--- config.mk ---
export PLATFORM = sky130hd
export DESIGN_NAME = alu_arbiter
export DESIGN_NICKNAME = d
export VERILOG_FILES = /design/src/rtl/alu_arbiter.sv
export SDC_FILE = /design/constraint.sdc
export NUM_CORES = 1
export LEC_CHECK = 0
export ABC_AREA = 0
export CAP_MARGIN = 5
export CORE_MARGIN = 3
export CORE_UTILIZATION = 38
export CTS_BUF_LIST = sky130_fd_sc_hd__clkbuf_4
export DETAILED_ROUTE_END_ITERATION = 6
export GPL_TIMING_DRIVEN = 0
export PLACE_DENSITY = 0.86
export SLEW_MARGIN = 0
export SYNTH_ARGS = -nofsm -noshare
export SYNTH_HDL_FRONTEND = slang
export SYNTH_SLANG_ARGS = --single-unit
--- constraint.sdc ---
create_clock -name clk -period 1.5 [get_ports clk]
set_clock_uncertainty 0.1 [all_clocks]
set_input_delay 0.3 -clock clk [delete_from_list [all_inputs] [get_ports clk]]
set_output_delay 0.3 -clock clk [all_outputs]
set_load 0.01 [all_outputs]
--- src/rtl/alu_arbiter.sv ---
`default_nettype none
// ============================================================================
// Module   : alu_arbiter
// Summary  : Round-robin two-port front end for a single shared ALU, with one
//            operation in flight and a fixed ALU latency.
// Revision : 1.0
// ============================================================================
module alu_arbiter #(
    parameter int DATA_W      = 32,
    parameter int OP_W        = 1,
    parameter int ALU_LATENCY = 1
) (
    input  logic              clk,
    input  logic              rst,

    input  logic              req0_valid,
    output logic              req0_ready,
    input  logic [DATA_W-1:0] req0_a,
    input  logic [DATA_W-1:0] req0_b,
    input  logic [OP_W-1:0]   req0_op,

    input  logic              req1_valid,
    output logic              req1_ready,
    input  logic [DATA_W-1:0] req1_a,
    input  logic [DATA_W-1:0] req1_b,
    input  logic [OP_W-1:0]   req1_op,

    output logic              rsp0_valid,
    input  logic              rsp0_ready,
    output logic [DATA_W-1:0] rsp0_result,
    output logic              rsp0_negative,

    output logic              rsp1_valid,
    input  logic              rsp1_ready,
    output logic [DATA_W-1:0] rsp1_result,
    output logic              rsp1_negative,

    output logic [DATA_W-1:0] alu_a,
    output logic [DATA_W-1:0] alu_b,
    output logic [OP_W-1:0]   alu_op,
    input  logic [DATA_W-1:0] alu_result,
    input  logic              alu_negative,

    output logic              busy
);

    localparam logic [3:0] c_LAT = 4'(ALU_LATENCY);

    typedef enum logic [1:0] {
        ST_IDLE = 2'd0,
        ST_EXEC = 2'd1,
        ST_RESP = 2'd2
    } state_t;

    state_t     r_state;
    state_t     w_state_nxt;
    logic       r_ptr;
    logic       r_id;
    logic [3:0] r_cnt;

    logic       w_grant;
    logic       w_accept;
    logic       w_done;
    logic       w_take;

    // Pointer only matters on contention; a lone requester always wins.
    always_comb begin
        w_grant = 1'b0;
        if (req0_valid && req1_valid) begin
            w_grant = r_ptr;
        end else if (req1_valid) begin
            w_grant = 1'b1;
        end
    end

    assign req0_ready = (r_state == ST_IDLE) && req0_valid && !w_grant;
    assign req1_ready = (r_state == ST_IDLE) && req1_valid &&  w_grant;
    assign w_accept   = req0_ready || req1_ready;
    assign w_done     = (r_state == ST_EXEC) && (r_cnt == c_LAT);
    assign w_take     = (r_state == ST_RESP) && (r_id ? rsp1_ready : rsp0_ready);

    always_comb begin
        w_state_nxt = r_state;
        busy        = (r_state != ST_IDLE);
        case (r_state)
            ST_IDLE: if (w_accept) w_state_nxt = ST_EXEC;
            ST_EXEC: if (w_done)   w_state_nxt = ST_RESP;
            ST_RESP: if (w_take)   w_state_nxt = ST_IDLE;
            default:               w_state_nxt = ST_IDLE;
        endcase
    end

    always_ff @(posedge clk) begin
        if (rst) begin
            r_state <= ST_IDLE;
        end else begin
            r_state <= w_state_nxt;
        end
    end

    always_ff @(posedge clk) begin
        if (rst) begin
            r_ptr         <= 1'b0;
            r_id          <= 1'b0;
            r_cnt         <= '0;
            alu_a         <= '0;
            alu_b         <= '0;
            alu_op        <= '0;
            rsp0_valid    <= 1'b0;
            rsp0_result   <= '0;
            rsp0_negative <= 1'b0;
            rsp1_valid    <= 1'b0;
            rsp1_result   <= '0;
            rsp1_negative <= 1'b0;
        end else begin
            // ALU operands change only here, so they stay put through EXEC/RESP/IDLE.
            if (w_accept) begin
                r_id   <= w_grant;
                r_ptr  <= ~w_grant;
                r_cnt  <= '0;
                alu_a  <= w_grant ? req1_a  : req0_a;
                alu_b  <= w_grant ? req1_b  : req0_b;
                alu_op <= w_grant ? req1_op : req0_op;
            end

            if (r_state == ST_EXEC) begin
                r_cnt <= r_cnt + 4'd1;
            end

            if (w_done) begin
                if (r_id) begin
                    rsp1_valid    <= 1'b1;
                    rsp1_result   <= alu_result;
                    rsp1_negative <= alu_negative;
                end else begin
                    rsp0_valid    <= 1'b1;
                    rsp0_result   <= alu_result;
                    rsp0_negative <= alu_negative;
                end
            end

            if (w_take) begin
                if (r_id) begin
                    rsp1_valid <= 1'b0;
                end else begin
                    rsp0_valid <= 1'b0;
                end
            end
        end
    end

endmodule

`default_nettype wire

==> results.sh, run 1 <==
export IMPL_ant_nets=0
export IMPL_htreeDepth=4
export IMPL_finalNonFillerCells=1305
export IMPL_netlist_instances=690
export IMPL_area_growth_syn_to_layout_pct=68.9
export IMPL_grt_usage=0.258
export IMPL_cp_data_required_time_ns=1.10
export IMPL_synth_seq_cells=141
export IMPL_tightest_slew_ns=0.653
export IMPL_hold_viol=0
export IMPL_wl_per_cell_um=19.2
export IMPL_drive_gt1_frac=0.412
export IMPL_setup_viol=141
export IMPL_maxCapViolCount=0
export IMPL_hpwlAfterDp_mm=17.4
export IMPL_peakVddDrop_mv=0.498
export IMPL_clock_latency_ns=0.54
export IMPL_grt_max_degree=19
export IMPL_arrival_ns=1.62
export IMPL_dpl_instance_area_mm2=0.00962
export IMPL_fin_ws_ns=-0.519
export IMPL_fin_area_mm2=0.0106
export IMPL_cts_sinks=141
export IMPL_diodes=0
export IMPL_coreArea_mm2=0.0161
export IMPL_crit_type="in2out"
export IMPL_cts_root_buffer="clkbuf_4"
export IMPL_cts_made_buffers=17
export IMPL_drc=0
export IMPL_die_x_um=135
export IMPL_status="complete, but fails checks"
export IMPL_grt_pass1_vias=7022
export IMPL_synth_area_mm2=0.00629
export IMPL_cts_hold_buf=0
export IMPL_clock_fmax_ghz=0.495
export IMPL_initial_core_util=0.392
export IMPL_vias=7110
export IMPL_vias_per_cell=5.45
export IMPL_cp_max_fo=3
export IMPL_gp_congestion=0.869
export IMPL_first_pass_iters=5
export IMPL_dieHeight_um=135
export IMPL_leakage_nw=4.49
export IMPL_holdCritPathClass="in2reg"
export IMPL_antenna_found_initial=0
export IMPL_cts_tree="yes"
export IMPL_fin_nets=1249
export IMPL_slew_violations=0
export IMPL_place_ws_ns=-1.30
export IMPL_clk_path_buf_depth=2
export IMPL_fp_row_count=46
export IMPL_crit_path_end_kind="output pin"
export IMPL_dpl_cell_count=1209
export IMPL_drtIter0Drc=330
export IMPL_maxSlewHeadroom=0.565
export IMPL_violations="negative setup slack"
export IMPL_grt_pass1_wl_mm=37.3
export IMPL_dieArea_mm2=0.0181
export IMPL_wirelength_mm=25.1
export IMPL_avgSynthCellArea_um2=9.11
export IMPL_ios=305
export IMPL_cts_reportedPaths_clkPinSlew_ns=0.11
export IMPL_synth_nets=861
export IMPL_setup_tns_ns=-18.03
export IMPL_p_per_area_mw_per_mm2=840
export IMPL_gr_total_overflow=0
export IMPL_final_period_utilization=1.35
export IMPL_synthDistinctLibCells=35
export IMPL_period_needed_ns=2.02
export IMPL_yosysSeqAreaShare=0.449
export IMPL_port_buffers=303
export IMPL_rsz0062_at_grt="yes"
export IMPL_startpoint_type="input pin"
export IMPL_yosys_warnings=0
sequential cells by signal, indices dropped and copies added (netlist names), named ones only:
name and flops:
alu_a 32, alu_b 32, rsp0_result 32, rsp1_result 32, r_cnt 4, r_state 2, alu_op 1, r_id 1
r_ptr 1, rsp0_negative 1, rsp1_negative 1
critical path, cell delays in order:
cell and delay (ns):
clkdlybuf4s50_1 0.61, nor3b_4 0.27, buf_6 0.13, buf_8 0.09, and2_4 0.13, buf_6 0.09
worst paths after layout:
| check | slack [ns] | from | cells past startpoint | endpoint |
|---|---|---|---|---|
| max reg2reg | -0.22 | r_state[0] | 9 | alu_a[21] |
| min | 0.08 | rst | 3 | rsp1_negative |
| max | -0.52 | req0_valid | 6 | req0_ready |
| min reg2reg | 0.36 | register | 1 | register |
through the flow:
stage           util  hold WS [ns]  power (mW)
6_report       0.661        0.0817        8.92
5_1_grt        0.661        0.0786        9.30
4_1_cts        0.626        0.0466        8.54
3_5_place_dp   0.599         0.345        6.22
3_3_place_gp   0.599         0.338        6.19
2_1_floorplan      -         0.362        5.04
where the power goes:
part | switching (mW) | leakage [nW] | internal [mW]
combinational | 1.16 | 3.15 | 1.40
sequential | 0.127 | 1.21 | 3.99
clock | 1.43 | 0.131 | 0.809
cells in the mapped netlist (all sizes together):
master	n	area share
dfxtp	141	0.45
nand2b	103	0.10
nand3	69	0.058
a31oi	68	0.068
mux2i	67	0.11
o21ai	66	0.053
nand4	65	0.065
clkbuf	54	0.032
buf	22	0.028
nor2	6	0.0036
a21oi	3	0.0024
and3	3	0.0038
inv	3	0.0018
o211ai	3	0.0036
o21a	3	0.0036
ha	2	0.0040
nor2b	2	0.0020
nor3b	2	0.0050
a211oi	1	0.0012
a22oi	1	0.0012
and2	1	0.0010
nand2	1	0.00060
nor3	1	0.00080
o21ba	1	0.0016
o22a	1	0.0016
or3	1	0.0012
per-layer routing:
metal  global-route usage  vias to the layer above  share of wire  wire [µm]
li1                     -                     3312              -          -
met1                0.287                     3358           0.38       9520
met2                0.460                      378           0.50      12600
met3               0.0861                       62          0.088       2200
met4               0.0899                        0          0.030        755
met5                    0                        -              0          0
logic make-up after synthesis:
kind of cell | count (synthesis) | share of synthesized area
DFF | 141 | 0.449
buffers and inverters | 79 | 0.0623
AOI/OAI and AO/OA | 147 | 0.135
adders and majority gates | 2 | 0.00398
muxes | 67 | 0.107
and+or+nand+nor | 254 | 0.243
final cells by class:
type                    instances  area [µm²]
fillers                      1269        5440
repair buffers                372        3300
multi-input cells             470        3200
flip-flops and latches        141        2990
plain buffers                  73         606
well taps                     216         270
clock buffers                  18         135
clock inverters                12         100
inverters                       3        13.8
placed cells by master (no fill, tap or decap), drive strengths merged, types with 2 or more instances in the layout:
cell	count
a21oi	3
a31oi	68
and3	3
buf	224
clkbuf	72
clkdlybuf4s50	166
clkinv	8
clkinvlp	2
dfxtp	141
ha	2
inv	4
mux2i	67
nand2b	103
nand3	69
nand4	65
nor2	6
nor2b	2
nor3b	2
o211ai	3
o21a	3
o21ai	66
what timing repair did:
item | CTS | global route
pin swaps | 7 | 97
gates resized for setup | 774 | 116
buffers inserted | 39 | 16
cloned | 5 | 9
endpoints found under the setup margin | 265 | 155
No activity file was read; power rests on OpenSTA's default activity.
==> run 2, diff against run 1 <==
CORE_UTILIZATION = 42   (was 38)
GPL_TIMING_DRIVEN = default   (was 0)
PLACE_DENSITY = 0.9   (was 0.86)
clock period = 2.3 ns   (was 1.5 ns; I/O delays follow)
==> run 2 against run 1 <==
The flow now finishes without violations. Global-route usage decreased by 1.6 points. Setup slack improved by 0.61 ns. Register-to-register slack better by 0.64 ns. Clock-buffer cell count grew 2. Clock power is 25% lower. Highest routed layer unchanged.
==> results.sh, run 2 (synthesis results as in run 1) <==
export IMPL_status="complete, no violations"
export IMPL_cts_resized=7
export IMPL_slew_violations=0
export IMPL_initial_core_util=0.431
export IMPL_p_per_area_mw_per_mm2=583
export IMPL_wl_per_cell_um=18.1
export IMPL_clock_latency_ns=0.52
export IMPL_startpoint_type="input pin"
export IMPL_ios=305
export IMPL_cp_max_fo=2
export IMPL_hpwlAfterDp_mm=14.2
export IMPL_drtIter0Drc=479
export IMPL_grt_usage=0.242
export IMPL_fin_nets=1126
export IMPL_vias=6512
export IMPL_drive_gt1_frac=0.0672
export IMPL_p_sw_mw=1.59
export IMPL_holdCritPathClass="in2reg"
export IMPL_cts_hold_buf=0
export IMPL_drc=0
export IMPL_hold_viol=0
export IMPL_clock_fmax_ghz=0.452
export IMPL_fill_cells=1162
export IMPL_p_int_mw=4.05
export IMPL_maxCapViolCount=0
export IMPL_vias_per_cell=5.65
export IMPL_coreArea_mm2=0.0146
export IMPL_fp_row_count=44
export IMPL_arrival_ns=1.65
export IMPL_cts_tree="yes"
export IMPL_cts_sinks=141
export IMPL_postCtsSetupBuffers=0
export IMPL_dieArea_mm2=0.0165
export IMPL_fin_ws_ns=0.0891
export IMPL_die_x_um=128
export IMPL_final_cell_mix="299 x clkdlybuf4s50_1, 139 x dfxtp_1, 102 x nand2b_1, 68 x a31oi_1"
export IMPL_ant_nets=0
export IMPL_peakVddDrop_mv=0.326
export IMPL_pwr_share_seq=0.472
export IMPL_final_common_cell="clkdlybuf4s50_1"
export IMPL_cts_made_buffers=17
export IMPL_grt_max_degree=87
export IMPL_wirelength_mm=20.9
export IMPL_final_period_utilization=0.961
export IMPL_grt_pass1_wl_mm=32.3
export IMPL_pwr_share_clk=0.299
export IMPL_cts_reportedPaths_clkPinSlew_ns=0.12
export IMPL_gp_congestion=0.813
export IMPL_first_pass_iters=5
export IMPL_maxSlewHeadroom=0.476
export IMPL_pwr_share_comb=0.229
export IMPL_port_buffers=304
export IMPL_antenna_found_initial=2
export IMPL_area_growth_syn_to_layout_pct=53.9
export IMPL_dpl_cell_count=1120
export IMPL_cp_data_required_time_ns=1.74
export IMPL_crit_path_end_kind="output pin"
export IMPL_leakage_nw=3.48
export IMPL_htreeDepth=4
export IMPL_crit_type="in2out"
export IMPL_setup_viol=0
export IMPL_period_needed_ns=2.21
export IMPL_cts_root_buffer="clkbuf_4"
export IMPL_holdWs_ns=0.308
export IMPL_swShare=0.282
export IMPL_grt_pass1_vias=6279
export IMPL_clk_path_buf_depth=2
export IMPL_tightest_slew_ns=0.786
export IMPL_gr_total_overflow=0
export IMPL_finalNonFillerCells=1153
export IMPL_rsz0062_at_grt="no"
export IMPL_place_ws_ns=-0.154
export IMPL_dieHeight_um=128
run 2: changes by cell type in the layout (fill, tap and decap cells not counted), moves of 10 or more:
| cell | delta |
|---|---|
| clkbuf_16 | -10 |
| o21ai_1 | -24 |
| o21ai_2 | -15 |
| buf_6 | -26 |
| buf_2 | -125 |
| buf_8 | -11 |
| clkdlybuf4s50_1 | +133 |
| clkbuf_2 | -14 |
| o21ai_0 | +39 |
| dfxtp_2 | -128 |
| dfxtp_1 | +129 |
| clkbuf_1 | -24 |
| buf_4 | -30 |
run 2: final timing paths:
| path | from | endpoint | slack [ns] | cells past startpoint |
|---|---|---|---|---|
| worst min-delay path | req1_valid | r_ptr | 0.31 | 4 |
| worst max-delay path | req0_valid | req1_ready | 0.09 | 5 |
| worst max register to register | r_state[1] | alu_b[7] | 0.42 | 6 |
| worst min register to register | rsp1_result[19] | rsp1_result[19] | 0.38 | 2 |
run 2: per-stage QoR:
stage                util  cell area (µm²)  setup TNS (ns)  total power, mW
floorplan               -             6290               0             3.28
finish              0.663             9670               0             5.64
global route        0.663             9670               0             5.89
detailed placement  0.642             9370           -1.11             4.00
global placement    0.642             9370          -0.336             3.98
CTS                 0.663             9670               0             5.67
run 2: worst max-delay path, cell delays in order:
cell and delay (ns):
clkdlybuf4s50_1 0.51, buf_4 0.15, nand2b_2 0.06, and3_1 0.19, dlygate4sd2_1 0.29
run 2: area by class of cell:
class,instances,area [µm²],share of cell area
antenna,2,5.00,0.000517
timing repair buffer,322,3200,0.331
inverter,3,11.3,0.00116
tap,184,230,0.0238
clock inverter,11,143,0.0147
sequential,141,2830,0.293
clock buffer,20,150,0.0155
multi-input combinational,470,3100,0.320
run 2: per-layer routing:
layer  track usage  wire length (µm)  vias up
met5             0                 0        -
met4         0.120               817        0
met3        0.0901              2200       57
met2         0.378              9530      352
met1         0.294              8350     3043
li1              -                 -     3060
run 2: power groups by stage:
stage          clock (mW)  combinational (mW)  sequential, mW
3_5_place_dp            0                1.28            2.71
4_1_cts              1.72                1.29            2.66
5_1_grt              1.83                1.38            2.68
2_1_floorplan           0               0.520            2.76
6_report             1.69                1.29            2.66
3_3_place_gp            0                1.27            2.71
